**src/rtl/multicycle_control_unit.sv**
```systemverilog
// Multi-cycle RV32I control FSM: sequences fetch/decode/execute/memory/writeback
// and drives every datapath mux select and enable, stalling memory states on ready.
module multicycle_control_unit #(
    parameter int ALUCTRL_W   = 4,
    parameter int IMMSRC_W    = 3,
    parameter bit MEM_WAIT_EN = 1'b1
) (
    input  logic                 i_clk,
    input  logic                 i_rst_n,
    input  logic [6:0]           i_opcode,
    input  logic [2:0]           i_funct3,
    input  logic                 i_funct7_5,
    input  logic                 i_eq,
    input  logic                 i_lt,
    input  logic                 i_ltu,
    input  logic                 i_mem_ready,
    output logic                 o_pc_write,
    output logic                 o_ir_write,
    output logic                 o_reg_write,
    output logic                 o_mem_read,
    output logic                 o_mem_write,
    output logic [1:0]           o_alu_src_a,
    output logic [1:0]           o_alu_src_b,
    output logic [IMMSRC_W-1:0]  o_imm_src,
    output logic [1:0]           o_result_src,
    output logic [ALUCTRL_W-1:0] o_alu_ctrl,
    output logic                 o_illegal,
    output logic [3:0]           o_state
);

    // state    | meaning
    // FETCH    | read instr at PC, PC += 4 on ready
    // DECODE   | opcode dispatch, branch target into ALUOut
    // MEMADR   | rs1 + imm address for lw/sw
    // MEMREAD  | load data read, waits for ready
    // MEMWB    | load data to rd
    // MEMWRITE | store, waits for ready
    // EXECR    | R-type ALU op
    // EXECI    | I-type ALU op
    // ALUWB    | ALUOut to rd
    // BRANCH   | compare, PC <= target if taken
    // JAL      | PC <= target, ALUOut <= oldPC + 4
    // LUI      | zero + U-imm
    // TRAP     | illegal instruction, held until reset
    typedef enum logic [3:0] {
        S_FETCH    = 4'd0,
        S_DECODE   = 4'd1,
        S_MEMADR   = 4'd2,
        S_MEMREAD  = 4'd3,
        S_MEMWB    = 4'd4,
        S_MEMWRITE = 4'd5,
        S_EXECR    = 4'd6,
        S_EXECI    = 4'd7,
        S_ALUWB    = 4'd8,
        S_BRANCH   = 4'd9,
        S_JAL      = 4'd10,
        S_LUI      = 4'd11,
        S_TRAP     = 4'd12
    } state_t;

    localparam logic [6:0] OP_LOAD   = 7'b0000011;
    localparam logic [6:0] OP_STORE  = 7'b0100011;
    localparam logic [6:0] OP_RTYPE  = 7'b0110011;
    localparam logic [6:0] OP_IALU   = 7'b0010011;
    localparam logic [6:0] OP_BRANCH = 7'b1100011;
    localparam logic [6:0] OP_JAL    = 7'b1101111;
    localparam logic [6:0] OP_LUI    = 7'b0110111;

    state_t     r_state;
    logic       w_ready;
    logic       w_taken;
    logic [3:0] w_alu_exec;
    logic [2:0] w_imm_dec;
    logic [3:0] w_alu;
    logic [2:0] w_imm;

    assign w_ready = MEM_WAIT_EN ? i_mem_ready : 1'b1;

    always_comb begin
        w_taken = 1'b0;
        case (i_funct3)
            3'b000:  w_taken = i_eq;
            3'b001:  w_taken = ~i_eq;
            3'b100:  w_taken = i_lt;
            3'b101:  w_taken = ~i_lt;
            3'b110:  w_taken = i_ltu;
            3'b111:  w_taken = ~i_ltu;
            default: w_taken = 1'b0;
        endcase
    end

    // sub only exists for R-type; addi ignores instr[30]
    always_comb begin
        w_alu_exec = 4'd0;
        case (i_funct3)
            3'b000:  w_alu_exec = (r_state == S_EXECR && i_funct7_5) ? 4'd1 : 4'd0;
            3'b001:  w_alu_exec = 4'd7;
            3'b010:  w_alu_exec = 4'd5;
            3'b011:  w_alu_exec = 4'd6;
            3'b100:  w_alu_exec = 4'd4;
            3'b101:  w_alu_exec = i_funct7_5 ? 4'd9 : 4'd8;
            3'b110:  w_alu_exec = 4'd3;
            default: w_alu_exec = 4'd2;
        endcase
    end

    always_comb begin
        w_imm_dec = 3'd0;
        case (i_opcode)
            OP_STORE:  w_imm_dec = 3'd1;
            OP_BRANCH: w_imm_dec = 3'd2;
            OP_JAL:    w_imm_dec = 3'd3;
            OP_LUI:    w_imm_dec = 3'd4;
            default:   w_imm_dec = 3'd0;
        endcase
    end

    always_ff @(posedge i_clk or negedge i_rst_n) begin
        if (!i_rst_n) begin
            r_state <= S_FETCH;
        end else begin
            case (r_state)
                S_FETCH:    if (w_ready) r_state <= S_DECODE;
                S_DECODE: begin
                    case (i_opcode)
                        OP_LOAD, OP_STORE: r_state <= S_MEMADR;
                        OP_RTYPE:          r_state <= S_EXECR;
                        OP_IALU:           r_state <= S_EXECI;
                        OP_BRANCH:         r_state <= (i_funct3[2:1] == 2'b01) ? S_TRAP : S_BRANCH;
                        OP_JAL:            r_state <= S_JAL;
                        OP_LUI:            r_state <= S_LUI;
                        default:           r_state <= S_TRAP;
                    endcase
                end
                S_MEMADR:   r_state <= (i_opcode == OP_STORE) ? S_MEMWRITE : S_MEMREAD;
                S_MEMREAD:  if (w_ready) r_state <= S_MEMWB;
                S_MEMWB:    r_state <= S_FETCH;
                S_MEMWRITE: if (w_ready) r_state <= S_FETCH;
                S_EXECR:    r_state <= S_ALUWB;
                S_EXECI:    r_state <= S_ALUWB;
                S_ALUWB:    r_state <= S_FETCH;
                S_BRANCH:   r_state <= S_FETCH;
                S_JAL:      r_state <= S_ALUWB;
                S_LUI:      r_state <= S_ALUWB;
                S_TRAP:     r_state <= S_TRAP;
                default:    r_state <= S_FETCH;
            endcase
        end
    end

    // Outputs decode the current state directly so ready/taken act in the same
    // cycle; rst_n gating drops an in-flight write without waiting for a clock.
    always_comb begin
        o_pc_write   = 1'b0;
        o_ir_write   = 1'b0;
        o_reg_write  = 1'b0;
        o_mem_read   = 1'b0;
        o_mem_write  = 1'b0;
        o_alu_src_a  = 2'b00;
        o_alu_src_b  = 2'b00;
        w_imm        = 3'd0;
        o_result_src = 2'b00;
        w_alu        = 4'd0;
        o_illegal    = 1'b0;
        if (i_rst_n) begin
            case (r_state)
                S_FETCH: begin
                    o_mem_read   = 1'b1;
                    o_alu_src_b  = 2'b10;
                    o_result_src = 2'b10;
                    o_ir_write   = w_ready;
                    o_pc_write   = w_ready;
                end
                S_DECODE: begin
                    o_alu_src_a = 2'b01;
                    o_alu_src_b = 2'b01;
                    w_imm       = w_imm_dec;
                end
                S_MEMADR: begin
                    o_alu_src_a = 2'b10;
                    o_alu_src_b = 2'b01;
                    w_imm       = (i_opcode == OP_STORE) ? 3'd1 : 3'd0;
                end
                S_MEMREAD:  o_mem_read = 1'b1;
                S_MEMWB: begin
                    o_reg_write  = 1'b1;
                    o_result_src = 2'b01;
                end
                S_MEMWRITE: o_mem_write = 1'b1;
                S_EXECR: begin
                    o_alu_src_a = 2'b10;
                    w_alu       = w_alu_exec;
                end
                S_EXECI: begin
                    o_alu_src_a = 2'b10;
                    o_alu_src_b = 2'b01;
                    w_alu       = w_alu_exec;
                end
                S_ALUWB:    o_reg_write = 1'b1;
                S_BRANCH: begin
                    o_alu_src_a = 2'b10;
                    w_alu       = 4'd1;
                    o_pc_write  = w_taken;
                end
                S_JAL: begin
                    o_alu_src_a = 2'b01;
                    o_alu_src_b = 2'b10;
                    o_pc_write  = 1'b1;
                end
                S_LUI: begin
                    o_alu_src_a = 2'b11;
                    o_alu_src_b = 2'b01;
                    w_imm       = 3'd4;
                end
                S_TRAP:     o_illegal = 1'b1;
                default: ;
            endcase
        end
    end

    assign o_imm_src  = IMMSRC_W'(w_imm);
    assign o_alu_ctrl = ALUCTRL_W'(w_alu);
    assign o_state    = r_state;

endmodule

```
**config.mk**
```make
export PLATFORM = sky130hd
export DESIGN_NAME = multicycle_control_unit
export DESIGN_NICKNAME = d
export VERILOG_FILES = /design/src/rtl/multicycle_control_unit.sv
export SDC_FILE = /design/constraint.sdc
export NUM_CORES = 1
export LEC_CHECK = 0
export ABC_AREA = 1
export CORE_UTILIZATION = 41
export CTS_CLUSTER_SIZE = 16
export DETAILED_ROUTE_END_ITERATION = 8
export GPL_TIMING_DRIVEN = 0
export HOLD_SLACK_MARGIN = 0.03
export PLACE_DENSITY_LB_ADDON = 0.15
export SETUP_SLACK_MARGIN = 0.05
export SLEW_MARGIN = 20
export SYNTH_ARGS = -nofsm -noshare
export SYNTH_HDL_FRONTEND = slang
export SYNTH_SLANG_ARGS = --single-unit
```
**constraint.sdc**
```tcl
create_clock -name i_clk -period 2.5 [get_ports i_clk]
set_input_delay 0.25 -clock i_clk [delete_from_list [all_inputs] [get_ports i_clk]]
set_output_delay 0.25 -clock i_clk [all_outputs]
set_load 0.05 [all_outputs]
```
==> qor.csv <==
metric,value,unit
crit_family,buffers and inverters,
status,"complete, but fails checks",
leakagePower,0.5753,nW
synth_fa_ha_area_frac,0,
setup_viol,0,
p_seq_frac,0.139,
post-route-util,0.7095,
track_usage,0.2416,
power.switching_fraction,0.6220,
async_reset_ff_frac,1.000,
final_layout_size_suffix_gt1_frac,0.1412,
r2r_end,o_state[0],
wire_per_inst,11.01,um
cp_cell_sequence,clkdlybuf4s50_1 -> clkinv_1 -> a31oi_1 -> clkdlybuf4s15_1,
synth_area_leaders,"nand2_1 (21%), dfrtp_1 (14%), nor2_1 (9.5%), inv_1 (7.4%), a21oi_1 (5.6%)",
dieArea,1904,um2
synth_flop_cell,dfrtp_1,
die_h,43.64,um
timing.reg2reg.setup_slack,1090,ps
drtIter0Drc,22,
post-place-cells,190,
worstSetupPathType,in -> out,
violations,DRC,
cp.depth,4,
worst_setup_path_start_kind,primary input,
cts_tree,done,
gp_congestion,0.9126,
synth_edf_count,0,
final_area,1106,um2
initial_core_util,0.4559,
fin_crit,2333,ps
post_dp_cell_area,1117,um2
required,2250,ps
instances_no_fill,193,
setup.worst_path.end,o_alu_src_a[0],
busiest_layer,met2,
drcViolationCount,4,
row_count,14,
irDropWorstVdd,622.7,uV
grt_first_pass_wirelength,3650,um
worst_clock_skew,5.068,ps
hpwl,1732,um
cts_sinks,4,
crit_buf_inv,3,
grt_use_met3,0.02083,
antenna_cells,0,
synth_top_area_cell,nand2_1,
synth_top_family_by_area,simple AND/OR/NAND/NOR gates,
antenna_found_initial,0,
rsz0062_at_grt,yes,
synth.most_common_cell,nand2_1,
routed_wl,2124,um
dr.pass1.iters,6,
fmax,428.7,MHz
critPathMaxFanout,10,
finalHoldViolations,0,
worstMarginPinSlew,491.5,ps
power_per_cell_area,799.0,nW/um2
crit_path_start,i_rst_n,
power.switching,0.0005497,W
power.share.clock,0.096,
drv_slew,0,
grtUsageMet1,0.3282,
hold_path.class,in -> async,
syn_nets,153,
use_met2,0.4090,
endpoint_kind,output port,
htree_levels,1,
postSynthAreaPerCell,5.226,um2
insertion_delay,240,ps
period_share,0.9331,
yosys.area_share.simple,0.5317,
die_w,43.64,um
ys_warn_count,0,
synth.area.mux_share,0,
internal_power,0.0003340,W
nets,196,
cp_slowest_cell,clkdlybuf4s50_1,
core,1559,um2
ys_types,25,
grt_max_degree,11,
antenna_left,0,
arrival,2080,ps
cts_buffer_depth,2,
relSlewSlack,0.6713,
synthCells,136,
via_per_inst,5.285,
pwr-share-comb,0.765,
cts_made_buffers,3,
netlist_top_cells_count,"nand2_1 (40), nor2_1 (18), inv_1 (14)",
cp_slowest_stage_delay,710,ps
cap_violations,0,
synth-compound-area-share,0.1831,
cts_hold_buf,0,
yosysSeqAreaShare,0.1408,
area_growth,55.63,%
synthDominantCellAreaShare,0.2113,
grt_pass1_vias,896,
rr_startpoint,o_state[2],
overflow,0,
root_buffer,clkbuf_4,
largest_reg_flops,4,
setup-tns-final,0,ps
ys_seq_elements,4,
clk_pin_slew_worst_paths,40,ps
syn_area,710.7,um2
pin_count,40,
portBuffers,38,
synth_xor_area_frac,0.01232,
vias,1020,
r2r_cells,7,
-- per-layer routing --
metal,vias to the layer above,routed length [um]
met5,-,0
met4,0,25
met3,4,154
met2,46,952
met1,439,992
li1,531,-
-- how the worst min path moves through the flow --
stage | cells after the start | to | from | slack, ps
6_report | 1 | o_state[3] | i_rst_n | 300
5_1_grt | 1 | o_state[3] | i_rst_n | 320
4_1_cts | 1 | o_state[3] | i_rst_n | 310
3_5_place_dp | 1 | o_state[3] | i_rst_n | 560
3_3_place_gp | 1 | o_state[3] | i_rst_n | 550
2_1_floorplan | 0 | o_state[0] | i_rst_n | -50
-- power by group through the flow --
stage	clock network, W	registers (W)	logic, W
after global routing	0.0000861	0.000129	0.000723
after global placement	0	0.000121	0.000694
after CTS	0.0000844	0.000123	0.000674
final	0.0000846	0.000123	0.000676
after detailed placement	0	0.000123	0.000699
after floorplan	0	0.000188	0.000421
-- through the flow --
| step | setup WS [ps] | hold slack [ps] | power, W |
|---|---|---|---|
| after floorplan | 66.32 | -45.59 | 0.0006093 |
| after global placement | -128.3 | 546.7 | 0.0008151 |
| after detailed placement | -173.0 | 555.5 | 0.0008223 |
| after CTS | 115.5 | 307.0 | 0.0008816 |
| after global routing | 35.94 | 323.1 | 0.0009384 |
| final | 167.2 | 302.3 | 0.0008838 |
-- repair_timing --
| action | 4_1_cts | 5_1_grt |
|---|---|---|
| resized for setup | 17 | 10 |
| setup buffers | 0 | 0 |
| setup endpoints to repair | 17 | 6 |
-- worst reg2reg max path: stages (launching register included) --
cell	delay (ps)
dfrtp_1	450
nor2_2	260
inv_2	120
nor2_8	150
inv_2	60
a31oi_1	180
o21ai_1	80
nand2_1	60
-- layout make-up --
class / count / area, um2
well taps: 16 / 20.02
multi-input cells: 107 / 523.0
fillers: 149 / 452.9
inverters: 24 / 90.09
plain buffers: 1 / 3.754
repair buffers: 38 / 346.6
flip-flops and latches: 4 / 100.1
clock buffers: 3 / 22.52
-- cells in the final DEF, fill, tap and decap left out, drive strengths merged, types with 4 or more instances in the layout --
cell,n
dlygate4sd2,11
nand2,40
dfrtp,4
nand4,5
nor3,7
a21oi,9
clkdlybuf4s50,21
o21ai,7
nor2,23
nand3,6
inv,23
clkbuf,8
-- kinds of logic (layout without fill, tap and decap cells) --
family          Yosys count  after routing
compound gates           22             22
buf+inv                  25             66
simple gates             84             84
xor+xnor                  1              1
flops                     4              4
No activity file was read; power rests on OpenSTA's default activity.
